$ cat src/rtl/vdp_pkg.sv
// Shared VDP constants: CPU port selects, access codes, prefetch states.
// Imported by the CPU port block and the register-file block.
package vdp_pkg;

    localparam logic       PORT_DATA    = 1'b0;
    localparam logic       PORT_CTRL    = 1'b1;

    localparam logic [1:0] CODE_VRAM_RD = 2'd0;
    localparam logic [1:0] CODE_VRAM_WR = 2'd1;
    localparam logic [1:0] CODE_REG_WR  = 2'd2;
    localparam logic [1:0] CODE_CRAM_WR = 2'd3;

    typedef enum logic [1:0] {
        PF_IDLE = 2'd0,
        PF_REQ  = 2'd1,
        PF_CAPT = 2'd2
    } pf_state_t;

endpackage

$ cat src/rtl/vdp_cpu_port.sv
// VDP CPU port: decodes Z80 data/control port accesses into VRAM,
// CRAM and register writes, plus the VRAM read-ahead prefetch.
module vdp_cpu_port
    import vdp_pkg::*;
(
    input  logic        clk,
    input  logic        rst,
    input  logic        cpu_port,
    input  logic        cpu_we,
    input  logic        cpu_re,
    input  logic [7:0]  cpu_din,
    output logic [7:0]  cpu_dout,
    input  logic [7:0]  status_in,
    output logic        status_clear,
    output logic        vram_we,
    output logic [13:0] vram_addr,
    output logic [7:0]  vram_wdata,
    input  logic [7:0]  vram_rdata,
    output logic        cram_we,
    output logic [4:0]  cram_waddr,
    output logic [11:0] cram_wdata,
    output logic        reg_we,
    output logic [3:0]  reg_addr,
    output logic [7:0]  reg_data,
    output logic        busy
);

    logic [13:0] addr_q, addr_d;
    logic [1:0]  code_q, code_d;
    logic        second_q, second_d;
    logic [7:0]  first_q, first_d;
    logic [7:0]  read_buf_q, read_buf_d;
    logic [7:0]  cram_latch_q, cram_latch_d;
    pf_state_t   state_q, state_d;

    logic [7:0]  dout_q, dout_d;
    logic        status_clear_q, status_clear_d;
    logic        vram_we_q, vram_we_d;
    logic [13:0] vram_addr_q, vram_addr_d;
    logic [7:0]  vram_wdata_q, vram_wdata_d;
    logic        cram_we_q, cram_we_d;
    logic [4:0]  cram_waddr_q, cram_waddr_d;
    logic [11:0] cram_wdata_q, cram_wdata_d;
    logic        reg_we_q, reg_we_d;
    logic [3:0]  reg_addr_q, reg_addr_d;
    logic [7:0]  reg_data_q, reg_data_d;

    logic        wr;
    logic        rd;
    logic        pf_start;
    logic [13:0] pf_addr;
    logic [13:0] new_addr;

    assign wr       = cpu_we;
    assign rd       = cpu_re & ~cpu_we;
    assign new_addr = {cpu_din[5:0], first_q};

    always_comb begin
        addr_d         = addr_q;
        code_d         = code_q;
        second_d       = second_q;
        first_d        = first_q;
        read_buf_d     = read_buf_q;
        cram_latch_d   = cram_latch_q;
        state_d        = state_q;
        dout_d         = dout_q;
        status_clear_d = 1'b0;
        vram_we_d      = 1'b0;
        vram_addr_d    = vram_addr_q;
        vram_wdata_d   = vram_wdata_q;
        cram_we_d      = 1'b0;
        cram_waddr_d   = cram_waddr_q;
        cram_wdata_d   = cram_wdata_q;
        reg_we_d       = 1'b0;
        reg_addr_d     = reg_addr_q;
        reg_data_d     = reg_data_q;
        pf_start       = 1'b0;
        pf_addr        = addr_q;

        if (wr && cpu_port == PORT_CTRL) begin
            if (!second_q) begin
                first_d  = cpu_din;
                second_d = 1'b1;
            end else begin
                code_d   = cpu_din[7:6];
                addr_d   = new_addr;
                second_d = 1'b0;
                case (cpu_din[7:6])
                    CODE_VRAM_RD: begin
                        pf_start = 1'b1;
                        pf_addr  = new_addr;
                    end
                    CODE_REG_WR: begin
                        reg_we_d   = 1'b1;
                        reg_addr_d = cpu_din[3:0];
                        reg_data_d = first_q;
                    end
                    default: ;
                endcase
            end
        end else if (wr) begin
            second_d   = 1'b0;
            read_buf_d = cpu_din;
            addr_d     = addr_q + 14'd1;
            if (code_q != CODE_CRAM_WR) begin
                vram_we_d    = 1'b1;
                vram_addr_d  = addr_q;
                vram_wdata_d = cpu_din;
            end else if (!addr_q[0]) begin
                cram_latch_d = cpu_din;
            end else begin
                cram_we_d    = 1'b1;
                cram_waddr_d = addr_q[5:1];
                cram_wdata_d = {cpu_din[3:0], cram_latch_q};
            end
        end else if (rd && cpu_port == PORT_CTRL) begin
            dout_d         = status_in;
            status_clear_d = 1'b1;
            second_d       = 1'b0;
        end else if (rd) begin
            dout_d   = read_buf_q;
            second_d = 1'b0;
            pf_start = 1'b1;
            pf_addr  = addr_q;
        end

        // An in-flight prefetch always finishes; a new start is dropped.
        case (state_q)
            PF_IDLE: begin
                if (pf_start) begin
                    state_d     = PF_REQ;
                    vram_addr_d = pf_addr;
                end
            end
            PF_REQ: begin
                state_d = PF_CAPT;
            end
            PF_CAPT: begin
                read_buf_d = vram_rdata;
                addr_d     = addr_q + 14'd1;
                state_d    = PF_IDLE;
            end
            default: begin
                state_d = PF_IDLE;
            end
        endcase
    end

    always_ff @(posedge clk) begin
        if (rst) begin
            addr_q         <= '0;
            code_q         <= '0;
            second_q       <= 1'b0;
            first_q        <= '0;
            read_buf_q     <= '0;
            cram_latch_q   <= '0;
            state_q        <= PF_IDLE;
            dout_q         <= '0;
            status_clear_q <= 1'b0;
            vram_we_q      <= 1'b0;
            vram_addr_q    <= '0;
            vram_wdata_q   <= '0;
            cram_we_q      <= 1'b0;
            cram_waddr_q   <= '0;
            cram_wdata_q   <= '0;
            reg_we_q       <= 1'b0;
            reg_addr_q     <= '0;
            reg_data_q     <= '0;
        end else begin
            addr_q         <= addr_d;
            code_q         <= code_d;
            second_q       <= second_d;
            first_q        <= first_d;
            read_buf_q     <= read_buf_d;
            cram_latch_q   <= cram_latch_d;
            state_q        <= state_d;
            dout_q         <= dout_d;
            status_clear_q <= status_clear_d;
            vram_we_q      <= vram_we_d;
            vram_addr_q    <= vram_addr_d;
            vram_wdata_q   <= vram_wdata_d;
            cram_we_q      <= cram_we_d;
            cram_waddr_q   <= cram_waddr_d;
            cram_wdata_q   <= cram_wdata_d;
            reg_we_q       <= reg_we_d;
            reg_addr_q     <= reg_addr_d;
            reg_data_q     <= reg_data_d;
        end
    end

    assign cpu_dout     = dout_q;
    assign status_clear = status_clear_q;
    assign vram_we      = vram_we_q;
    assign vram_addr    = vram_addr_q;
    assign vram_wdata   = vram_wdata_q;
    assign cram_we      = cram_we_q;
    assign cram_waddr   = cram_waddr_q;
    assign cram_wdata   = cram_wdata_q;
    assign reg_we       = reg_we_q;
    assign reg_addr     = reg_addr_q;
    assign reg_data     = reg_data_q;
    assign busy         = (state_q != PF_IDLE);

endmodule

$ cat config.mk
export PLATFORM = sky130hd
export DESIGN_NAME = vdp_cpu_port
export DESIGN_NICKNAME = d
export VERILOG_FILES = /design/src/rtl/vdp_pkg.sv /design/src/rtl/vdp_cpu_port.sv
export SDC_FILE = /design/constraint.sdc
export NUM_CORES = 1
export LEC_CHECK = 0
export BUFFER_PORTS_ARGS = -buffer_cell sky130_fd_sc_hd__buf_2
export CAP_MARGIN = 0
export CELL_PAD_IN_SITES_DETAIL_PLACEMENT = 0
export CELL_PAD_IN_SITES_GLOBAL_PLACEMENT = 1
export CORE_MARGIN = 5
export CORE_UTILIZATION = 45
export DETAILED_ROUTE_END_ITERATION = 6
export PLACE_DENSITY_LB_ADDON = 0.3
export RECOVER_POWER = 25
export SKIP_CTS_REPAIR_TIMING = 1
export SYNTH_ARGS = -nofsm -noshare
export SYNTH_HDL_FRONTEND = slang
export SYNTH_SLANG_ARGS = --single-unit
$ cat constraint.sdc
create_clock -name clk -period 3.6 [get_ports clk]
set_clock_uncertainty 0.05 [all_clocks]
set_input_delay 0.54 -clock clk [delete_from_list [all_inputs] [get_ports clk]]
set_output_delay 0.54 -clock clk [all_outputs]
set_load 0.02 [all_outputs]
==> out/qor.txt, run 1 <==
Row cnt: 37
Final setup vio count: 0
Routed wire per std cell: 17.5 um
Non-Filler Instances: 734
N_diodes: 0
Core area: 0.0104 mm^2
Critical path launch point type: register
Top-count cell post-synth: dfxtp_1
Syn-to-layout area delta: 12.1%
Clock Path Buffers: 2
Tcrit/Tclk final: 0.601
Syn Std Cell Area: 0.00483 mm^2
Max_cap viols: 0
Synth Area in Adders: 0.00259
Rel. slew slack: 0.333
PD cells: 411 mW/mm^2
Final Max Slew Viols: 0
PortBufs: 92
Hold_sp: vram_rdata[5]
Final ANT Viol Nets: 0
Simple-Gate Fraction of Synth Area: 0.200
I/O pins: 93
Fmax: 0.462 GHz
Root Driver: clkbuf_8
Setup TNS: 0 ps
Final WL: 12.8 mm
Status: complete, no violations
Reg clk slew, reported paths: 100 ps
Later-pin clock latency in the skew report: 370 ps
1st-iter DRT viols: 236
Vias in the first global route: 3889
All-layer global routing usage: 0.201
Share of layout cells above drive strength 1: 0.174
WP data required: 3790 ps
Post-route core utilization: 0.520
Final Hold Viols: 0
Synth Area per Inst: 9.12 um^2
Post-synthesis net count: 560
Multiplexer area fraction after synthesis: 0.112
Num CTS Buffers: 9
Largest net degree at the start of global routing: 66
Vias: 4046
Placed insts: 718
Post-synth EDFFs: 0
Nets: 623
Largest family of logic cells by synthesized area: simple AND/OR/NAND/NOR gates
Crit-path max FO: 18
Area leader, netlist: dfxtp_1
Leakage: 2.08 nW
Warnings from Yosys: 0
Primary FF master, synth: dfxtp_1
Critical path launch point: code_q[1]
Global-route wire length before repair: 20.6 mm
Synth Area in Compound Gates: 0.186
Worst Path Arrival: 2360 ps
Post-Syn Instances: 530
Min Tclk post-route: 2170 ps
Initial antenna violation count: 0
Post-Synth XOR/XNOR Area: 0
Die X: 114 um
CTS tree: done
Maximum level of the CTS H-tree: 3
Top cells by count, synth: dfxtp_1, nand2_1, nor2_1, mux2i_1, a21oi_1
RSZ-0062 raised after global routing: no
Initial Util: 0.464
Power, Total: 2.23 mW
Asr flop ratio synth: 0
GR Overflow Total: 0
Post-synth cell types: 59
DRT Pass-1 Iters: 4
Clk sink count: 106
# DRC: 0
Synth Register Bits: 106
HP Class: input port to register
Vias per inst: 5.51
Critical path class: register to register
Area share of the largest cell type after synthesis: 0.439
Peak VDD IR: 0.234 mV
Worst Hold Slack: 400 ps
Die area: 0.0129 mm^2
Chip Height: 114 um
Largest cells by area after synthesis: dfxtp_1, mux2i_1, nand2_1
HPWL Detailed: 8.76 mm
Placer Congestion: 0.883
Worst slew pin tran: 998 ps
R2R Path Start: code_q[1]
Seq/Total Area, Yosys: 0.439
Setup crit end kind: register
kinds of logic after synthesis:
| logic type | count (synthesis) |
|---|---|
| AND/OR/NAND/NOR | 197 |
| AO/OA/AOI/OAI | 115 |
| multiplexers | 54 |
| buffers and inverters | 57 |
| flip-flops | 106 |
| adder cells (fa/ha/maj) | 1 |
cells in the final DEF, fill, tap and decap left out, types with 9 or more instances in the layout:
cell / n
dfxtp_1: 106
nor2_1: 56
a211oi_1: 20
buf_2: 49
a311oi_1: 9
and3_1: 16
nand2_1: 78
mux2i_1: 54
clkbuf_1: 44
a211oi_2: 21
clkbuf_8: 10
a21oi_1: 34
inv_1: 10
cell type report:
| type | count | area (um^2) |
|---|---|---|
| Fill cell | 1042 | 5000 |
| Multi-Input combinational cell | 367 | 2430 |
| Sequential cell | 106 | 2120 |
| Timing Repair Buffer | 99 | 463 |
| Tap cell | 136 | 170 |
| Clock buffer | 12 | 145 |
| Clock inverter | 4 | 51.3 |
| Inverter | 10 | 37.5 |
per-layer routing:
layer / vias up / track usage / routed length (um)
li1: 2014 / - / -
met1: 1871 / 0.284 / 5970
met2: 137 / 0.304 / 5580
met3: 24 / 0.0366 / 998
met4: 0 / 0.0793 / 294
met5: - / 0 / 0
registers in the layout, summed over array words and instances, names as in the netlist:
| signal | count |
|---|---|
| reg_we | 1 |
| read_buf_q | 8 |
| cram_waddr | 5 |
| reg_data | 8 |
| second_q | 1 |
| cram_we | 1 |
| state_q | 2 |
| addr_q | 14 |
| cram_latch_q | 8 |
| status_clear | 1 |
| cram_wdata | 12 |
| reg_addr | 4 |
| cpu_dout | 8 |
| first_q | 8 |
| vram_we | 1 |
| code_q | 2 |
| vram_addr | 14 |
| vram_wdata | 8 |
report_power, final:
part | leakage, nW | total (mW) | switching [mW] | internal [mW]
Clock | 0.0966 | 0.739 | 0.397 | 0.342
Combinational | 1.12 | 0.247 | 0.164 | 0.0834
Sequential | 0.861 | 1.24 | 0.0324 | 1.21
per-stage QoR:
| stage | setup WS (ps) | area (um^2) |
|---|---|---|
| detailed placement | 1180 | 5280 |
| CTS | 1440 | 5470 |
| global route | 1300 | 5420 |
| floorplan | 1790 | 4830 |
| finish | 1430 | 5420 |
| global placement | 1290 | 5280 |
critical path: stages (launching register included):
cell and delay, ps:
dfxtp_1 340, nand2_1 500, nand2_1 410, buf_4 330
a211oi_1 330, a211oi_2 70
final timing paths:
| path | endpoint | slack (ps) | depth (start not counted) |
|---|---|---|---|
| worst max register to register | vram_addr[7] | 1430 | 5 |
| worst min register to register | cram_wdata[3] | 410 | 2 |
| worst max-delay path | vram_addr[7] | 1430 | 5 |
| worst min-delay path | read_buf_q[5] | 400 | 3 |
(Power assumes the default switching activity.)
==> run 2: changes to the inputs <==
--- a/config.mk
+++ b/config.mk
@@ -5,12 +5,13 @@
 export SDC_FILE = /design/constraint.sdc
 export NUM_CORES = 1
 export LEC_CHECK = 0
+export ABC_AREA = 1
 export BUFFER_PORTS_ARGS = -buffer_cell sky130_fd_sc_hd__buf_2
 export CAP_MARGIN = 0
 export CELL_PAD_IN_SITES_DETAIL_PLACEMENT = 0
 export CELL_PAD_IN_SITES_GLOBAL_PLACEMENT = 1
 export CORE_MARGIN = 5
-export CORE_UTILIZATION = 45
+export CORE_UTILIZATION = 35
 export DETAILED_ROUTE_END_ITERATION = 6
 export PLACE_DENSITY_LB_ADDON = 0.3
 export RECOVER_POWER = 25
==> constraint.sdc (replaced) <==
create_clock -name clk -period 1.8 [get_ports clk]
set_clock_uncertainty 0.05 [all_clocks]
set_input_delay 0.27 -clock clk [delete_from_list [all_inputs] [get_ports clk]]
set_output_delay 0.27 -clock clk [all_outputs]
set_load 0.02 [all_outputs]
==> out/qor.txt, run 2 <==
Comb power frac: 0.109 (-0.002)
Chip Height: 125 um (+9.7%)
PortBufs: 92 (unchanged)
Die area: 0.0155 mm^2 (+20%)
Top cells by count, synth: nand2_1, dfxtp_1, o21ai_0, a21oi_1, inv_1
Largest stage delay, worst path: 310 ps (-190 ps)
Final ANT Viol Nets: 0 (unchanged)
Final setup vio count: 0 (unchanged)
All-layer global routing usage: 0.172 (-0.0293)
Vias: 4435 (+9.6%)
PD cells: 916 mW/mm^2 (+120%)
HP Class: input port to register
Synth Area per Inst: 7.01 um^2 (-23%)
Critical path launch point type: register
Largest net degree at the start of global routing: 41 (-38%)
Die X: 125 um (+9.7%)
Crit-path max FO: 15 (-3)
RSZ-0062 raised after global routing: no
GR Overflow Total: 0 (unchanged)
Flop pwr share: 0.487 (-0.070)
Top Family by Delay on Critical Path: buffers and inverters
Post-route core utilization: 0.437 (-0.0832)
R2R Path Start: state_q[1]
Clk sink count: 106 (unchanged)
Min Tclk post-route: 1610 ps (-551 ps)
Peak VDD IR: 0.539 mV (+130%)
Fmax: 0.619 GHz (+34%)
Row cnt: 41 (+11%)
Commonest cells after routing, fill and taps aside: nand2_1, dfxtp_1, o21ai_0, buf_2, a21oi_1
Largest cells by area after synthesis: dfxtp_1, nand2_1, o21ai_0
Initial Util: 0.360 (-0.104)
Layout fillers: 1342 (+29%)
Crit-path slowest cell: dfxtp_1
Post-synth cell types: 27 (-54%)
Later-pin clock latency in the skew report: 350 ps (-20 ps)
Internal power: 3.72 mW (+130%)
Post-Syn Instances: 656 (+24%)
Hold_sp: vram_rdata[0]
Final Hold Viols: 0 (unchanged)
Critical path buffer and inverter count: 3 (+2)
NetSw: 1.39 mW (+130%)
Critical path launch point: state_q[1]
Reg clk slew, reported paths: 70 ps (-30 ps)
Initial antenna violation count: 0 (unchanged)
Critical path class: register to register
Worst slew pin tran: 794 ps (-204 ps)
Syn Std Cell Area: 0.00460 mm^2 (-4.9%)
Maximum level of the CTS H-tree: 3 (unchanged)
Num CTS Buffers: 9 (unchanged)
DRT Pass-1 Iters: 5 (+1)
CTS tree: done
Syn-to-layout area delta: 21.4%
I/O pins: 93 (unchanged)
Core area: 0.0128 mm^2 (+23%)
WP data required: 2030 ps (-1760 ps)
Leakage: 2.47 nW (+19%)
Setup TNS: 0 ps (unchanged)
Share of layout cells above drive strength 1: 0.164 (-0.0101)
Clock Path Buffers: 2 (unchanged)
Routed wire per std cell: 14.6 um (-17%)
Crit path cell chain: inv_1 -> nor2_2 -> buf_4 -> o21ai_2 -> nand2_1 -> inv_2 -> o21ai_0 -> a21oi_1
Root Driver: clkbuf_16
Seq/Total Area, Yosys: 0.461 (+0.0224)
Synth Register Bits: 106 (unchanged)
Nets: 776 (+25%)
Tcrit/Tclk final: 0.897 (+0.295)
Switching share of power: 0.272 (+0.00601)
Status: complete, no violations
# DRC: 0 (unchanged)
Power, Total: 5.12 mW (+130%)
Vias per inst: 4.80 (-13%)
Vias in the first global route: 4128 (+6.1%)
Final WL: 13.5 mm (+4.9%)
1st-iter DRT viols: 350 (+48%)
Top-count cell post-synth: nand2_1
Setup crit end kind: register
Placer Congestion: 0.815 (-7.7%)
Warnings from Yosys: 0 (unchanged)
Asr flop ratio synth: 0 (unchanged)
Commonest non-fill, non-tap cell in the layout: nand2_1
Final Max Slew Viols: 0 (unchanged)
Rel. slew slack: 0.471 (+0.137)
Max_cap viols: 0 (unchanged)
Global-route wire length before repair: 21.7 mm (+5.2%)
R2R Setup Slk: 190 ps (-1250 ps)
Worst Path Arrival: 1850 ps (-510 ps)
Primary FF master, synth: dfxtp_1
Area leader, netlist: dfxtp_1
Post-synthesis net count: 686 (+23%)
N_diodes: 0 (unchanged)
Clk network pwr share: 0.404 (+0.072)
Post-synth EDFFs: 0 (unchanged)
Area share of the largest cell type after synthesis: 0.461 (+0.0224)
HPWL Detailed: 9.79 mm (+12%)
-- run 2: path summary, 6_finish.rpt --
path,to,depth (start not counted)
worst max-delay path,addr_q[1],8
worst min-delay path,read_buf_q[0],3
worst max register to register,addr_q[1],8
worst min register to register,cram_wdata[4],2
-- run 2: logic make-up after synthesis --
logic type | synth area share
AOI/OAI and AO/OA | 0.206
xor gates and xnor gates | 0.00190
and+or+nand+nor | 0.242
buffers and inverters | 0.0857
adders and majority gates | 0.00272
DFF | 0.461
-- run 2: through the flow --
stage	hold slack [ps]	std cells	worst slack, ps	cell area (um^2)
5_1_grt	135	923	30.2	5580
2_1_floorplan	365	656	217	4600
6_report	136	923	185	5580
3_5_place_dp	398	907	69.7	5310
4_1_cts	124	923	72.7	5620
3_3_place_gp	387	907	84.3	5310
-- run 2: area by class of cell --
type                            count  area (um^2)  share of cell area
Multi-Input combinational cell    451         2080               0.373
Clock buffer                       10          229              0.0410
Inverter                           65          244              0.0437
Sequential cell                   106         2120               0.380
Tap cell                          172          215              0.0385
Clock inverter                      6         81.3              0.0146
Timing Repair Buffer              113          611               0.109
-- run 2: power by group through the flow --
stage                     registers (mW)  logic [mW]  clock network (mW)
after floorplan                     2.59       0.304                   0
after global placement              2.54       0.557                   0
after detailed placement            2.55       0.565                   0
after CTS                           2.49       0.568                2.11
after global routing                2.50       0.622                2.22
final                               2.49       0.556                2.07
-- run 2: tightest hold or removal path, delay by kind of cell --
| kind | cells | cell delay [ps] |
|---|---|---|
| buf+inv | 1 | 100 |
| simple gates | 1 | 50 |
| compound gates | 1 | 70 |
-- run 2: per-layer routing --
metal	share of wire	up-vias	wire length (um)	track usage
met1	0.48	2006	6440	0.241
met3	0.052	12	694	0.0407
li1	-	2322	-	-
met5	0	-	0	0
met2	0.45	95	6100	0.260
met4	0.017	0	224	0.0542
==> run 3: changes to the inputs <==
--- a/config.mk
+++ b/config.mk
@@ -8,10 +8,10 @@
 export ABC_AREA = 1
 export BUFFER_PORTS_ARGS = -buffer_cell sky130_fd_sc_hd__buf_2
 export CAP_MARGIN = 0
-export CELL_PAD_IN_SITES_DETAIL_PLACEMENT = 0
-export CELL_PAD_IN_SITES_GLOBAL_PLACEMENT = 1
+export CELL_PAD_IN_SITES_DETAIL_PLACEMENT = 1
+export CELL_PAD_IN_SITES_GLOBAL_PLACEMENT = 2
 export CORE_MARGIN = 5
-export CORE_UTILIZATION = 35
+export CORE_UTILIZATION = 27
 export DETAILED_ROUTE_END_ITERATION = 6
 export PLACE_DENSITY_LB_ADDON = 0.3
 export RECOVER_POWER = 25
==> out/qor.txt, run 3 (synthesized netlist as in run 2, its figures left out) <==
Status: complete, no violations
HPWL Detailed: 11.6 mm (+19%)
Layout fillers: 2119 (+58%)
Crit path cell chain: inv_1 -> nor2_2 -> buf_4 -> nor2_2 -> clkinvlp_4 -> nand2_1 -> o21ai_0 -> o21ai_0 -> a21oi_1
Commonest non-fill, non-tap cell in the layout: nand2_1
# DRC: 0 (unchanged)
Global-route wire length before repair: 25.4 mm (+17%)
Setup TNS: 0 ps (unchanged)
DRT Pass-1 Iters: 5 (unchanged)
Share of layout cells above drive strength 1: 0.169 (+0.00531)
Design Area, Final: 0.00569 mm^2 (+2.0%)
Die area: 0.0197 mm^2 (+27%)
Rel. slew slack: 0.433 (-0.0378)
Multi-input gate area: 0.00208 mm^2 (+0.12%)
I/O pins: 93 (unchanged)
WP data required: 2000 ps (-30 ps)
Num CTS Buffers: 9 (unchanged)
Fmax: 0.613 GHz (-0.98%)
RSZ-0062 raised after global routing: no
Setup WS post-layout: 170 ps (-16.0 ps)
Vias: 4615 (+4.1%)
All-layer global routing usage: 0.161 (-0.0105)
Setup WS pre-CTS: 78.5 ps (+8.86 ps)
Row cnt: 47 (+15%)
R2R Path Start: state_q[1]
Syn-to-layout area delta: 23.8%
1st-iter DRT viols: 126 (-64%)
Largest net degree at the start of global routing: 72 (+76%)
Placer Congestion: 0.828 (+1.6%)
Min Tclk post-route: 1630 ps (+16.0 ps)
Commonest cells after routing, fill and taps aside: nand2_1, dfxtp_1, o21ai_0, a21oi_1, buf_2
PD cells: 898 mW/mm^2 (-2.0%)
Placed Area: 0.00543 mm^2 (+2.2%)
Setup crit end kind: register
N_diodes: 0 (unchanged)
Peak VDD IR: 0.427 mV (-21%)
Crit-path slowest cell: dfxtp_1
Clk sink count: 106 (unchanged)
GR Overflow Total: 0 (unchanged)
PortBufs: 92 (unchanged)
Vias in the first global route: 4660 (+13%)
Clock Path Buffers: 2 (unchanged)
Critical path class: register to register
Final Hold Viols: 0 (unchanged)
Core area: 0.0166 mm^2 (+30%)
Final setup vio count: 0 (unchanged)
Leakage: 2.48 nW (+0.53%)
HP Class: input port to register
Largest stage delay, worst path: 320 ps (about the same)
Register Area: 0.00212 mm^2 (about the same)
Top Family by Delay on Critical Path: buffers and inverters
CTS tree: done
Worst slew pin tran: 851 ps (+56.7 ps)
Hold_sp: vram_rdata[2]
Critical path launch point type: register
Critical path launch point: state_q[1]
Root Driver: clkbuf_16
Max_cap viols: 0 (unchanged)
Worst Path Arrival: 1830 ps (-20 ps)
Tcrit/Tclk final: 0.906 (+0.00887)
Final Max Slew Viols: 0 (unchanged)
Crit-path max FO: 11 (-4)
Initial Util: 0.276 (-0.0837)
Final ANT Viol Nets: 0 (unchanged)
Routed wire per std cell: 16.5 um (+13%)
Later-pin clock latency in the skew report: 360 ps (about the same)
Critical path buffer and inverter count: 3 (unchanged)
Die X: 141 um (+13%)
Nets: 782 (+0.77%)
Final WL: 16.1 mm (+20%)
Initial antenna violation count: 0 (unchanged)
Maximum level of the CTS H-tree: 3 (unchanged)
Vias per inst: 4.72 (-1.7%)
Reg clk slew, reported paths: 80 ps (about the same)
Chip Height: 141 um (+13%)
[run 3: changes by cell type in the layout (fill, tap and decap cells not counted), moves of 2 or more]
cell        delta
clkinvlp_4     +2
buf_4          +6
buf_2          -3
clkbuf_1       +2
inv_6          -3
inv_8          +2
[run 3: metal layers]
| metal | global-route usage | vias up | wire (um) | part of all wire |
|---|---|---|---|---|
| li1 | - | 2332 | - | - |
| met1 | 0.226 | 2207 | 8070 | 0.50 |
| met2 | 0.255 | 63 | 7410 | 0.46 |
| met3 | 0.0256 | 13 | 466 | 0.029 |
| met4 | 0.0474 | 0 | 193 | 0.012 |
| met5 | 0 | - | 0 | 0 |
[run 3: worst reg2reg max path: cells and delay by family, from the launching register on]
family,cells,cell delay [ps]
AO/OA/AOI/OAI,3,300
buffers and inverters,3,500
flip-flops,1,320
AND/OR/NAND/NOR,3,350
[run 3: final cells by class]
type | count | area share
flip-flops and latches | 106 | 0.373
clock buffers | 9 | 0.0396
inverters | 65 | 0.0435
repair buffers | 119 | 0.116
well taps | 220 | 0.0483
clock inverters | 7 | 0.0141
multi-input cells | 451 | 0.366
[run 3: power by group]
part	internal (mW)	leakage, nW	switching (mW)
logic	0.183	1.47	0.405
registers	2.43	0.863	0.0622
clock network	0.992	0.146	1.04
total	3.61	2.48	1.51
[run 3: metrics by stage]
step	cells	util	hold slack, ps	total power [mW]
finish	977	0.342	121	5.11
detailed placement	961	0.326	405	3.15
floorplan	656	-	365	2.89
global placement	961	0.326	387	3.13
global route	977	0.342	127	5.34
CTS	977	0.344	113	5.20
[run 3: worst paths after layout]
| kind | endpoint | slack [ps] | depth (start not counted) |
|---|---|---|---|
| worst max-delay path | addr_q[1] | 170 | 9 |
| worst min-delay path | read_buf_q[2] | 120 | 3 |
| worst max register to register | addr_q[1] | 170 | 9 |
| worst min register to register | cram_wdata[3] | 420 | 2 |
